===== src/rtl/fcmp_arb.sv =====
// Two-port arbitrated FLT/FLE/FEQ sequencer around one shared "x1 < x2" flt cell.
// Optional NaN bypass (no comparator pass, result 0) when FCMP_NAN_EN is defined.

module fcmp_flt (
  input  logic [31:0] x1,
  input  logic [31:0] x2,
  output logic        lt
);
  logic        s1, s2;
  logic [30:0] m1, m2;

  assign s1 = x1[31];
  assign s2 = x2[31];
  assign m1 = x1[30:0];
  assign m2 = x2[30:0];

  // Sign-magnitude ordering; +0 and -0 compare equal.
  always_comb begin
    lt = 1'b0;
    if ((m1 == '0) && (m2 == '0)) lt = 1'b0;
    else if (s1 != s2)            lt = s1;
    else if (!s1)                 lt = (m1 < m2);
    else                          lt = (m1 > m2);
  end
endmodule

module fcmp_arb #(
  parameter bit FIRST_PRIO = 1'b0,
  parameter int CNT_W      = 16
) (
  input  logic             clk,
  input  logic             rstn,
  input  logic             req0_valid,
  output logic             req0_ready,
  input  logic [1:0]       req0_op,
  input  logic [31:0]      req0_a,
  input  logic [31:0]      req0_b,
  output logic             rsp0_valid,
  input  logic             rsp0_ready,
  output logic             rsp0_v,
  input  logic             req1_valid,
  output logic             req1_ready,
  input  logic [1:0]       req1_op,
  input  logic [31:0]      req1_a,
  input  logic [31:0]      req1_b,
  output logic             rsp1_valid,
  input  logic             rsp1_ready,
  output logic             rsp1_v,
  output logic             busy,
  output logic [CNT_W-1:0] pass_cnt
);
  localparam logic [1:0] OP_FLT = 2'b00;
  localparam logic [1:0] OP_FLE = 2'b01;
  localparam logic [1:0] OP_FEQ = 2'b10;
  localparam logic [1:0] OP_RSV = 2'b11;

  typedef enum logic [1:0] {IDLE, P1, P2, RESP} state_t;

  state_t      state, state_nxt;
  logic [31:0] a_q, b_q;
  logic [1:0]  op_q;
  logic        gid_q, prio_q, r1_q, r2_q;

  logic        any_req, gnt, acc, hs, nan_in;
  logic [31:0] in_a, in_b;
  logic [1:0]  in_op;
  logic [31:0] cmp_x1, cmp_x2;
  logic        cmp_lt, swap, res_v;

`ifdef FCMP_NAN_EN
  function automatic logic is_nan(input logic [31:0] x);
    return (x[30:23] == 8'hFF) && (x[22:0] != '0);
  endfunction
`endif

  // Arbitration: a lone requester wins outright; contention follows the pointer.
  assign any_req = req0_valid | req1_valid;
  assign gnt     = (req0_valid & req1_valid) ? prio_q : req1_valid;
  assign acc     = (state == IDLE) & any_req;
  assign hs      = (state == RESP) & (gid_q ? rsp1_ready : rsp0_ready);

  assign in_a  = gnt ? req1_a  : req0_a;
  assign in_b  = gnt ? req1_b  : req0_b;
  assign in_op = gnt ? req1_op : req0_op;

`ifdef FCMP_NAN_EN
  assign nan_in = is_nan(in_a) | is_nan(in_b);
`else
  assign nan_in = 1'b0;
`endif

  // FLE and the FEQ second pass evaluate b < a.
  assign swap   = (state == P2) | (op_q == OP_FLE);
  assign cmp_x1 = swap ? b_q : a_q;
  assign cmp_x2 = swap ? a_q : b_q;

  fcmp_flt u_flt (
    .x1 (cmp_x1),
    .x2 (cmp_x2),
    .lt (cmp_lt)
  );

  always_ff @(posedge clk or negedge rstn) begin
    if (!rstn) state <= IDLE;
    else       state <= state_nxt;
  end

  always_comb begin
    state_nxt = state;
    unique case (state)
      IDLE:    if (acc) state_nxt = nan_in ? RESP : P1;
      P1:      state_nxt = (op_q == OP_FEQ) ? P2 : RESP;
      P2:      state_nxt = RESP;
      RESP:    if (hs) state_nxt = IDLE;
      default: state_nxt = IDLE;
    endcase
  end

  // Request latch at the accept edge; comparator results in P1/P2.
  always_ff @(posedge clk or negedge rstn) begin
    if (!rstn) begin
      a_q      <= '0;
      b_q      <= '0;
      op_q     <= OP_FLT;
      gid_q    <= 1'b0;
      prio_q   <= FIRST_PRIO;
      r1_q     <= 1'b0;
      r2_q     <= 1'b0;
      pass_cnt <= '0;
    end else begin
      if (acc) begin
        a_q   <= in_a;
        b_q   <= in_b;
        // A bypassed NaN request is recorded as the reserved op so it answers 0.
        op_q  <= nan_in ? OP_RSV : in_op;
        gid_q <= gnt;
      end
      if (state == P1) r1_q <= cmp_lt;
      if (state == P2) r2_q <= cmp_lt;
      if (((state == P1) || (state == P2)) && (pass_cnt != {CNT_W{1'b1}}))
        pass_cnt <= pass_cnt + CNT_W'(1);
      if (hs) prio_q <= ~gid_q;
    end
  end

  always_comb begin
    res_v = 1'b0;
    unique case (op_q)
      OP_FLT:  res_v = r1_q;
      OP_FLE:  res_v = ~r1_q;
      OP_FEQ:  res_v = ~r1_q & ~r2_q;
      default: res_v = 1'b0;
    endcase
  end

  // Ready is gated by rstn so nothing is offered while reset is held.
  always_comb begin
    req0_ready = rstn & acc & ~gnt;
    req1_ready = rstn & acc &  gnt;
    rsp0_valid = (state == RESP) & ~gid_q;
    rsp1_valid = (state == RESP) &  gid_q;
    rsp0_v     = rsp0_valid & res_v;
    rsp1_v     = rsp1_valid & res_v;
    busy       = (state != IDLE);
  end
endmodule


===== config.mk =====
export PLATFORM = sky130hd
export DESIGN_NAME = fcmp_arb
export DESIGN_NICKNAME = d
export VERILOG_FILES = /design/src/rtl/fcmp_arb.sv
export SDC_FILE = /design/constraint.sdc
export NUM_CORES = 1
export LEC_CHECK = 0
export CAP_MARGIN = 10
export CORE_ASPECT_RATIO = 0.75
export CORE_UTILIZATION = 60
export CTS_CLUSTER_DIAMETER = 30
export DETAILED_ROUTE_END_ITERATION = 8
export DONT_BUFFER_PORTS = 1
export GPL_TIMING_DRIVEN = 0
export PLACE_DENSITY = 0.76
export SLEW_MARGIN = 20
export SYNTH_ARGS = -nofsm -noshare
export SYNTH_HDL_FRONTEND = slang
export SYNTH_SLANG_ARGS = --single-unit

===== constraint.sdc =====
create_clock -name clk -period 5.3 [get_ports clk]
set_clock_uncertainty 0.2 [all_clocks]
set_input_delay 1.06 -clock clk [delete_from_list [all_inputs] [get_ports clk]]
set_output_delay 1.06 -clock clk [all_outputs]
set_load 0.02 [all_outputs]

=== Word-level counts from Yosys, hierarchy flattened ===
Index checks and enable logic that the tools add are counted.

* Add/sub/neg operators: 1
* Multipliers: 0
* Div/mod/pow operators: 0
* Order comparisons: 2
* Eq/ne operators: 9
* Shift operators: 0
* Mux-type cells: 15
* Bitwise logic cells: 17
* Reduce and logical (&&, ||, !) cells: 9

{| class="wikitable"
|+ Operators with widths
! cell !! number
|-
| two-way mux 32 bit || 4
|-
| logical NOT 31 bit || 2
|-
| > comparator 31 bit || 1
|-
| < comparator 31 bit || 1
|-
| adder 16 x 1 -> 16 bit (second input constant) || 1
|-
| != test 16 bit (second input constant) || 1
|-
| AND 1 bit || 11
|-
| one-hot mux 2 bit (4 select lines) || 1
|-
| equality test 2 bit (second input constant) || 3
|-
| two-way mux 1 bit || 6
|-
| two-way mux 2 bit || 3
|-
| equality test 2 x 1 -> 1 bit (second input constant) || 2
|-
| logical NOT 2 bit || 2
|-
| != test 2 bit (second input constant) || 2
|-
| NOT 1 bit || 4
|-
| one-hot mux 1 bit (3 select lines) || 1
|-
| logical AND 1 bit || 2
|-
| bitwise OR 1 bit || 2
|-
| AND reduction 2 bit || 1
|-
| nonzero test 2 bit || 1
|-
| logical OR 1 bit || 1
|-
| != test 1 bit || 1
|}

* Register bits: 88
* Latch bits: 0
* Bits in writable memories: 0
* Memory bits (read-only): 0
* Bits of input ports: 138
* Output and inout port bits: 23
* Logic and storage cells: 62
* Memories: 0

=== Depth between registers and ports, before layout ===
Gate-level depths: netlist of the first run.

* Depth after elaboration: 7
* Depth in mapped cells: 11

=== By module ===
Synthesis of the first run repeated with hierarchy kept, for this count alone.

* Cells, all modules: 615
* Area total of the unflattened synthesis: 5,863.1 um^2

{| class="wikitable"
|+ Modules (own cells, without submodules)
! module !! instances !! cells an instance !! area each (um^2) !! sequential area each (um^2)
|-
| fcmp_arb || 1 || 482 || 4,939.7 || 2,202.1
|-
| fcmp_flt || 1 || 133 || 923.4 || 0.0
|}

=== Worst setup path after synthesis of the first run ===
No wires, ideal clock.

* Path kind: input -> output
* Start point: in req0_valid
* End point: out req0_ready
* Arrival time: 2,673 ps
* Data required time: 4,040 ps
* Path slack: 1,367 ps
* Stages: 7
* Path buffers: 3
* Cells stage by stage: inv_1 -> o21ai_0 -> clkbuf_1 -> buf_1 -> buf_1 -> nand2_1 -> nor2_1

* Longest elaborated chain between the ends: 4

{| class="wikitable"
|+ Ends and longest elaborated chain
! item !! line !! RTL
|-
| from (decl) || 33 || <nowiki>input logic req0_valid,</nowiki>
|-
| bitwise OR 1 bit or AND 1 bit (tied branches) || 77, 78 ||
|-
| AND 1 bit or two-way mux 1 bit (tied branches) || 79, 78 ||
|-
| AND 1 bit or NOT 1 bit (tied branches) || 158 || <nowiki>req0_ready = rstn & acc & ~gnt;</nowiki>
|-
| AND 1 bit * || 158 ||
|-
| to (decl) || 34 || <nowiki>output logic req0_ready,</nowiki>
|}

Every way passes the cells marked *; elsewhere a longest branch is shown, timed or not.

=== Final worst setup path of the first run ===
Ends and elaborated chain as after synthesis.

==> results.py, run 1 <==
metrics = {
    "flow_run": {
        "cap_violations": 0,
    },
    "setup_path": {
        "critPathRequiredTime_ns": 4.04,
        "critPathCaptureType": "primary output",
        "rrSetupSlack_ns": 1.50,
        "cp-endpoint": "req0_ready",
        "crit_start": "req0_valid",
        "crit_path_start_kind": "input port",
        "worstPathCellList": "inv_1 > o21ai_0 > clkbuf_1 > buf_1 > buf_1 > nand2_1 > nor2_1",
        "critical_path_class": "in2out",
        "critPathMaxStageDelay_ns": 0.64,
        "r2r-end": "r1_q",
        "crit_arrival_ns": 3.27,
        "reg2reg_from": "state[0]",
        "crit_top_cell": "buf_1",
        "r2r_cells": 10,
        "crit_slowest_cell": "buf_1",
        "cp_max_fo": 10,
    },
    "die": {
        "die_h_um": 85.1,
        "design.core.area_um2": 8710,
        "start_util_pct": 63.4,
        "rows": 29,
        "ioPinCount": 161,
        "die_x_um": 113,
        "dieArea_um2": 9600,
    },
    "finish": {
        "nets": 786,
        "layout-drive-gt1-share_pct": 3.55,
        "fillers": 722,
        "diodes": 0,
        "regArea_um2": 2200,
        "multi_input_area_um2": 3090,
        "area_growth_pct": 8.56,
    },
    "drt": {
        "wl_mm": 14.5,
        "vias": 4829,
        "vias_per_cell": 6.40,
        "post_drt_wl_per_cell_um": 19.2,
        "first_pass_iters": 4,
        "drc": 0,
        "drt-initial-drc-count": 358,
        "antenna_left": 0,
    },
    "timing": {
        "fin_tns_setup_ns": 0,
        "max_freq_mhz": 221,
        "worst_slew_pin_slew_ns": 1.00,
        "rsz0062_at_grt": "false",
        "setup_violations": 0,
        "finalCritPeriodShare_pct": 85.4,
        "fin_ws_ns": 0.774,
        "maxSlewViolCount": 0,
        "finalCriticalPeriod_ns": 4.53,
        "hold_violations": 0,
        "slew_headroom_pct": 33.1,
    },
    "grt": {
        "grt_pass1_vias": 4625,
        "grt_pass1_wl_mm": 22.9,
        "grt_usage_pct": 31.2,
        "grt_start_max_net_pins": 91,
        "gr-total-overflow": 0,
        "grt_antenna_before_repair": 0,
    },
    "synthesis": {
        "ys.flop_type": "dfrtp_1",
        "synth_top_area_share_pct": 39.9,
        "synthTopCellsByArea": "dfrtp_1 40%, mux2i_1 12%, o21ai_0 7.3%",
        "yosysUniqueCellTypes": 51,
        "async_reset_ff_share_pct": 100,
        "synth_most_common_cell": "nand2_1",
        "synth_fp_nets": 775,
        "yosysTopAreaCell": "dfrtp_1",
        "synth_edf_count": 0,
        "synth_commonest_cells": "100 x nand2_1, 88 x dfrtp_1, 81 x o21ai_0",
        "syn_inst": 631,
        "yosys_warnings": 0,
        "seq_area_frac_synth_pct": 39.9,
        "syn_area_per_cell_um2": 8.75,
        "syn_area_um2": 5520,
        "synth-seq-cells": 88,
    },
    "cts": {
        "clk_path_buf_depth": 2,
        "cts_tree": "done",
        "clkLatencyLatePin_ns": 0.34,
        "ctsHoldBuffers": 0,
        "root_buffer": "clkbuf_16",
        "cts_setup_buffers": 0,
        "clock-sinks": 88,
        "ctsResizeCount": 0,
        "htree_levels": 3,
        "numCtsBuffers": 9,
        "path_clk_slew_ns": 0.06,
    },
    "power": {
        "ir_drop_v": 0.000416,
        "cellPowerDensity_nw_per_um2": 649,
        "leakage_nw": 2.73,
    },
    "place": {
        "gp_congestion": 0.908,
        "dp_hpwl_mm": 11.0,
        "io_buffers": 0,
        "pre_cts_ws_ns": 0.809,
    },
    "worst_hold_path": {
        "hold_class": "in2async",
    },
    "run_status": {
        "outcome": "completed",
    },
}
## layout by cell type (no fill, tap or decap), types with 3 or more instances in the layout
cell type	netlist	routed
a21oi_1	18	18
nand2b_1	13	13
nand2_1	100	100
nor2b_1	16	16
clkbuf_1	18	19
ha_1	6	6
o32ai_1	3	3
nand4_1	8	8
a31oi_1	7	7
or2_2	3	3
and3_1	3	3
mux2i_1	67	67
dfrtp_1	88	88
a22oi_1	4	4
nor2_1	29	29
nor4_1	9	9
maj3_1	19	19
clkbuf_16	0	9
nor3_1	17	16
xor2_1	17	17
nand3_1	7	7
o22ai_1	3	3
buf_1	6	6
xnor2_1	17	17
inv_1	33	33
o21ai_0	81	81
## sequential cells by signal, summed over array words and instances (netlist names), 2 cells and up
signal / cells
a_q: 32
b_q: 32
op_q: 2
pass_cnt: 16
state: 2
## kinds of logic (layout without fill, tap and decap cells)
| group | Yosys count | in the layout | share of synthesized area, % |
|---|---|---|---|
| adders and majority gates | 25 | 25 | 4.80 |
| muxes | 69 | 69 | 12.6 |
| DFF | 88 | 88 | 39.9 |
| xor gates and xnor gates | 34 | 34 | 5.39 |
| buffers and inverters | 59 | 75 | 4.28 |
| and+or+nand+nor | 218 | 218 | 18.7 |
| AOI/OAI and AO/OA | 138 | 138 | 14.4 |
## critical path: cells and delay by family
kind            cells  cell delay [ns]
buf+inv             4             1.58
compound gates      1             0.16
simple gates        2             0.45
## where the power goes
part | switching, mW | total, mW | internal (mW)
combinational | 1.04 | 1.77 | 0.730
sequential | 0.451 | 1.42 | 0.968
clock | 0.259 | 0.698 | 0.440
total | 1.75 | 3.89 | 2.14
## layer usage
layer,track usage [%],share of wire [%]
met5,0,0
met2,47.3,45
met4,10.9,1.7
met3,7.07,7.8
met1,44.3,46
## per-stage QoR
step / hold slack (ns) / power, mW / cells / area, µm² / util, %
floorplan: 0.264 / 2.62 / 631 / 5520 / -
global placement: 0.281 / 3.02 / 739 / 5660 / 65.0
detailed placement: 0.298 / 3.14 / 739 / 5660 / 65.0
CTS: 0.204 / 3.85 / 755 / 5990 / 68.8
global route: 0.196 / 4.16 / 755 / 6000 / 68.9
finish: 0.211 / 3.89 / 755 / 6000 / 68.9
## how the worst min path moves through the flow
stage	from	to	slack, ns
4_1_cts	rstn	a_q[16]	0.20
5_1_grt	rstn	b_q[16]	0.20
3_5_place_dp	prio_q	prio_q	0.30
3_3_place_gp	prio_q	prio_q	0.28
6_report	rstn	a_q[18]	0.21
2_1_floorplan	prio_q	prio_q	0.26
## layout make-up
| class | instances | area share [%] |
|---|---|---|
| Tap cell | 108 | 2.25 |
| Buffer | 26 | 1.88 |
| Clock inverter | 4 | 1.27 |
| Sequential cell | 88 | 36.7 |
| Inverter | 33 | 2.07 |
| Multi-Input combinational cell | 484 | 51.5 |
| Clock buffer | 12 | 4.28 |
Power figures use the tool's default switching activity.
==> run 2: changes to the inputs <==
--- a/config.mk
+++ b/config.mk
@@ -13,6 +13,7 @@
 export DONT_BUFFER_PORTS = 1
 export GPL_TIMING_DRIVEN = 0
 export PLACE_DENSITY = 0.76
+export SKIP_CTS_REPAIR_TIMING = 1
 export SLEW_MARGIN = 20
 export SYNTH_ARGS = -nofsm -noshare
 export SYNTH_HDL_FRONTEND = slang
==> results of run 2 <==
Same layout as run 1: the final DEF is identical, and so are final timing and power.
==> run 3: changes to the inputs <==
--- a/config.mk
+++ b/config.mk
@@ -14,7 +14,8 @@
 export GPL_TIMING_DRIVEN = 0
 export PLACE_DENSITY = 0.76
 export SKIP_CTS_REPAIR_TIMING = 1
-export SLEW_MARGIN = 20
+export SLEW_MARGIN = 5
 export SYNTH_ARGS = -nofsm -noshare
 export SYNTH_HDL_FRONTEND = slang
+export SYNTH_HIERARCHICAL = 1
 export SYNTH_SLANG_ARGS = --single-unit
==> run 3 against run 2 <==
Against the previous run:
- clock power fell by 11%
- routed wire length is 3.2% lower
- first-iteration DRC count down 29%
- sequential power is 12% lower
- register-to-register slack worse by 0.54 ns
- worst setup slack better by 0.18 ns
- combinational power is 42% higher
- non-clock buffer count up 4
- total power increased by 13%
- sequential share of layout area down 1.8 points
- core utilization shrank 0.85 points
- cell count up 0.53%
- critical path type is now reg2reg
- largest cell class unchanged
==> results.py, run 3 <==
metrics = {
    "drt": {
        "drc": 0,
        "wl_mm": 14.1,
        "vias_per_cell": 6.19,
        "first_pass_iters": 5,
        "antenna_left": 0,
        "vias": 4700,
        "drt-initial-drc-count": 253,
        "post_drt_wl_per_cell_um": 18.5,
    },
    "power": {
        "ir_drop_v": 0.000323,
        "intPower_mw": 2.45,
        "p_sw_mw": 1.93,
        "p_clk_share_pct": 14.2,
        "swShare_pct": 44.0,
        "cellPowerDensity_nw_per_um2": 695,
        "leakage_nw": 3.01,
        "p_seq_share_pct": 28.6,
        "power_frac_comb_pct": 57.2,
    },
    "finish": {
        "diodes": 0,
        "nets": 801,
        "fin_area_um2": 6300,
        "mostFrequentLayoutCells": "88 x dfrtp_1, 86 x nand2_1, 79 x o21ai_0, 67 x mux2_2, 67 x mux2i_1",
        "largestRegisters": "a_q: 32 flops, b_q: 32 flops, pass_cnt: 16 flops",
        "fillers": 772,
        "final_common_cell": "dfrtp_1",
        "layout-drive-gt1-share_pct": 15.4,
        "area_growth_pct": 7.53,
    },
    "cts": {
        "root_buffer": "clkbuf_16",
        "clk_path_buf_depth": 2,
        "htree_levels": 3,
        "path_clk_slew_ns": 0.07,
        "cts_tree": "done",
        "numCtsBuffers": 9,
        "clkLatencyLatePin_ns": 0.35,
        "clock-sinks": 88,
    },
    "timing": {
        "worst_slew_pin_slew_ns": 0.984,
        "hold_violations": 0,
        "setup_violations": 0,
        "slew_headroom_pct": 34.0,
        "maxSlewViolCount": 0,
        "finalCritPeriodShare_pct": 81.9,
        "rsz0062_at_grt": "false",
        "fin_tns_setup_ns": 0,
        "max_freq_mhz": 230,
        "finalCriticalPeriod_ns": 4.34,
    },
    "synthesis": {
        "async_reset_ff_share_pct": 100,
        "synth_edf_count": 0,
        "yosysUniqueCellTypes": 41,
        "syn_area_per_cell_um2": 9.53,
        "syn_inst": 615,
        "synth_fp_nets": 790,
        "yosys_warnings": 6,
        "synth-seq-cells": 88,
        "ys.flop_type": "dfrtp_1",
        "synth_top_area_share_pct": 37.6,
        "synth_most_common_cell": "dfrtp_1",
        "synthTopCellsByArea": "dfrtp_1 38%, mux2_2 13%, mux2i_1 11%",
        "synth_commonest_cells": "88 x dfrtp_1, 86 x nand2_1, 79 x o21ai_0",
        "yosysTopAreaCell": "dfrtp_1",
        "seq_area_frac_synth_pct": 37.6,
        "syn_area_um2": 5860,
    },
    "place": {
        "dp_hpwl_mm": 10.8,
        "io_buffers": 0,
        "gp_congestion": 0.920,
        "dpl_cell_area_um2": 6020,
    },
    "die": {
        "design.core.area_um2": 9270,
        "ioPinCount": 161,
        "dieArea_um2": 10200,
        "die_h_um": 87.6,
        "start_util_pct": 63.2,
        "rows": 30,
        "die_x_um": 116,
    },
    "flow_run": {
        "cap_violations": 0,
    },
    "grt": {
        "grt_pass1_wl_mm": 22.1,
        "gr-total-overflow": 0,
        "grt_start_max_net_pins": 91,
        "grt_antenna_before_repair": 0,
        "grt_usage_pct": 29.2,
        "grt_pass1_vias": 4517,
    },
    "setup_path": {
        "critPathRequiredTime_ns": 5.39,
        "cp_max_fo": 10,
        "critPathCaptureType": "register",
        "crit_arrival_ns": 4.43,
        "critical_path_class": "reg2reg",
        "crit_path_start_kind": "register",
    },
    "worst_hold_path": {
        "hold_class": "in2async",
    },
    "run_status": {
        "outcome": "completed",
    },
}
## run 3: changes by cell type after synthesis, sizes merged, moves of 13 or more
cell / delta
mux2: +66
nor2: -14
maj3: -19
ha: +31
nand2: -13
nor2b: -14
nand2b: -13
## run 3: final cells by class
| class | count | area (µm²) | area share [%] |
|---|---|---|---|
| Buffer | 30 | 138 | 2.18 |
| Tap cell | 128 | 160 | 2.54 |
| Multi-Input combinational cell | 456 | 3370 | 53.4 |
| Clock buffer | 12 | 236 | 3.75 |
| Clock inverter | 4 | 45.0 | 0.714 |
| Inverter | 41 | 154 | 2.44 |
| Sequential cell | 88 | 2200 | 34.9 |
## run 3: kinds of logic (layout without fill, tap and decap cells)
logic type	after synthesis	after routing	share of synthesized area, %
and+or+nand+nor	164	164	13.3
xor gates and xnor gates	10	10	1.49
adders and majority gates	37	37	7.90
buffers and inverters	71	87	4.97
muxes	135	135	24.5
AOI/OAI and AO/OA	110	110	10.2
DFF	88	88	37.6
## run 3: final timing paths
kind,cells past startpoint,end,start,slack (ns)
max reg2reg,12,r1_q,state[0],0.96
max in group asynchronous,0,pass_cnt[6],rstn,4.56
min,0,pass_cnt[0],rstn,0.21
min in group clk,2,b_q[28],b_q[28],0.30
min reg2reg,2,b_q[28],b_q[28],0.30
max,12,r1_q,state[0],0.96
## run 3: power groups by stage
stage | combinational (mW) | sequential, mW | clock, mW
detailed placement | 2.45 | 1.26 | 0
global placement | 2.32 | 1.24 | 0
CTS | 2.47 | 1.25 | 0.626
global route | 2.80 | 1.30 | 0.658
floorplan | 1.93 | 1.17 | 0
finish | 2.51 | 1.25 | 0.621
## run 3: stage by stage
step           instances  setup slack, ns  hold slack (ns)  util, %  power, mW
3_3_place_gp         743             1.17            0.283     65.0       3.56
6_report             759            0.958            0.207     68.0       4.38
2_1_floorplan        615             1.74            0.262        -       3.10
4_1_cts              759             1.01            0.200     68.0       4.35
5_1_grt              759            0.701            0.189     68.0       4.76
3_5_place_dp         743             1.02            0.292     65.0       3.71
## run 3: worst max-delay path, cell delays in order (launching register included)
cell and delay (ns):
dfrtp_1 0.38, inv_1 0.11, ha_1 0.25, a21oi_2 0.41, buf_2 0.35, mux2_2 0.42
ha_1 0.33, a21o_1 0.16, a221o_1 0.32, a221o_1 0.38, o31a_1 0.24, a211oi_1 0.47
mux2_2 0.26
## run 3: layer usage
layer / track usage, % / vias up / routed length, µm
li1: - / 2211 / -
met1: 39.5 / 2272 / 6380
met2: 46.4 / 199 / 6490
met3: 7.40 / 18 / 1010
met4: 8.74 / 0 / 170
met5: 0 / - / 0
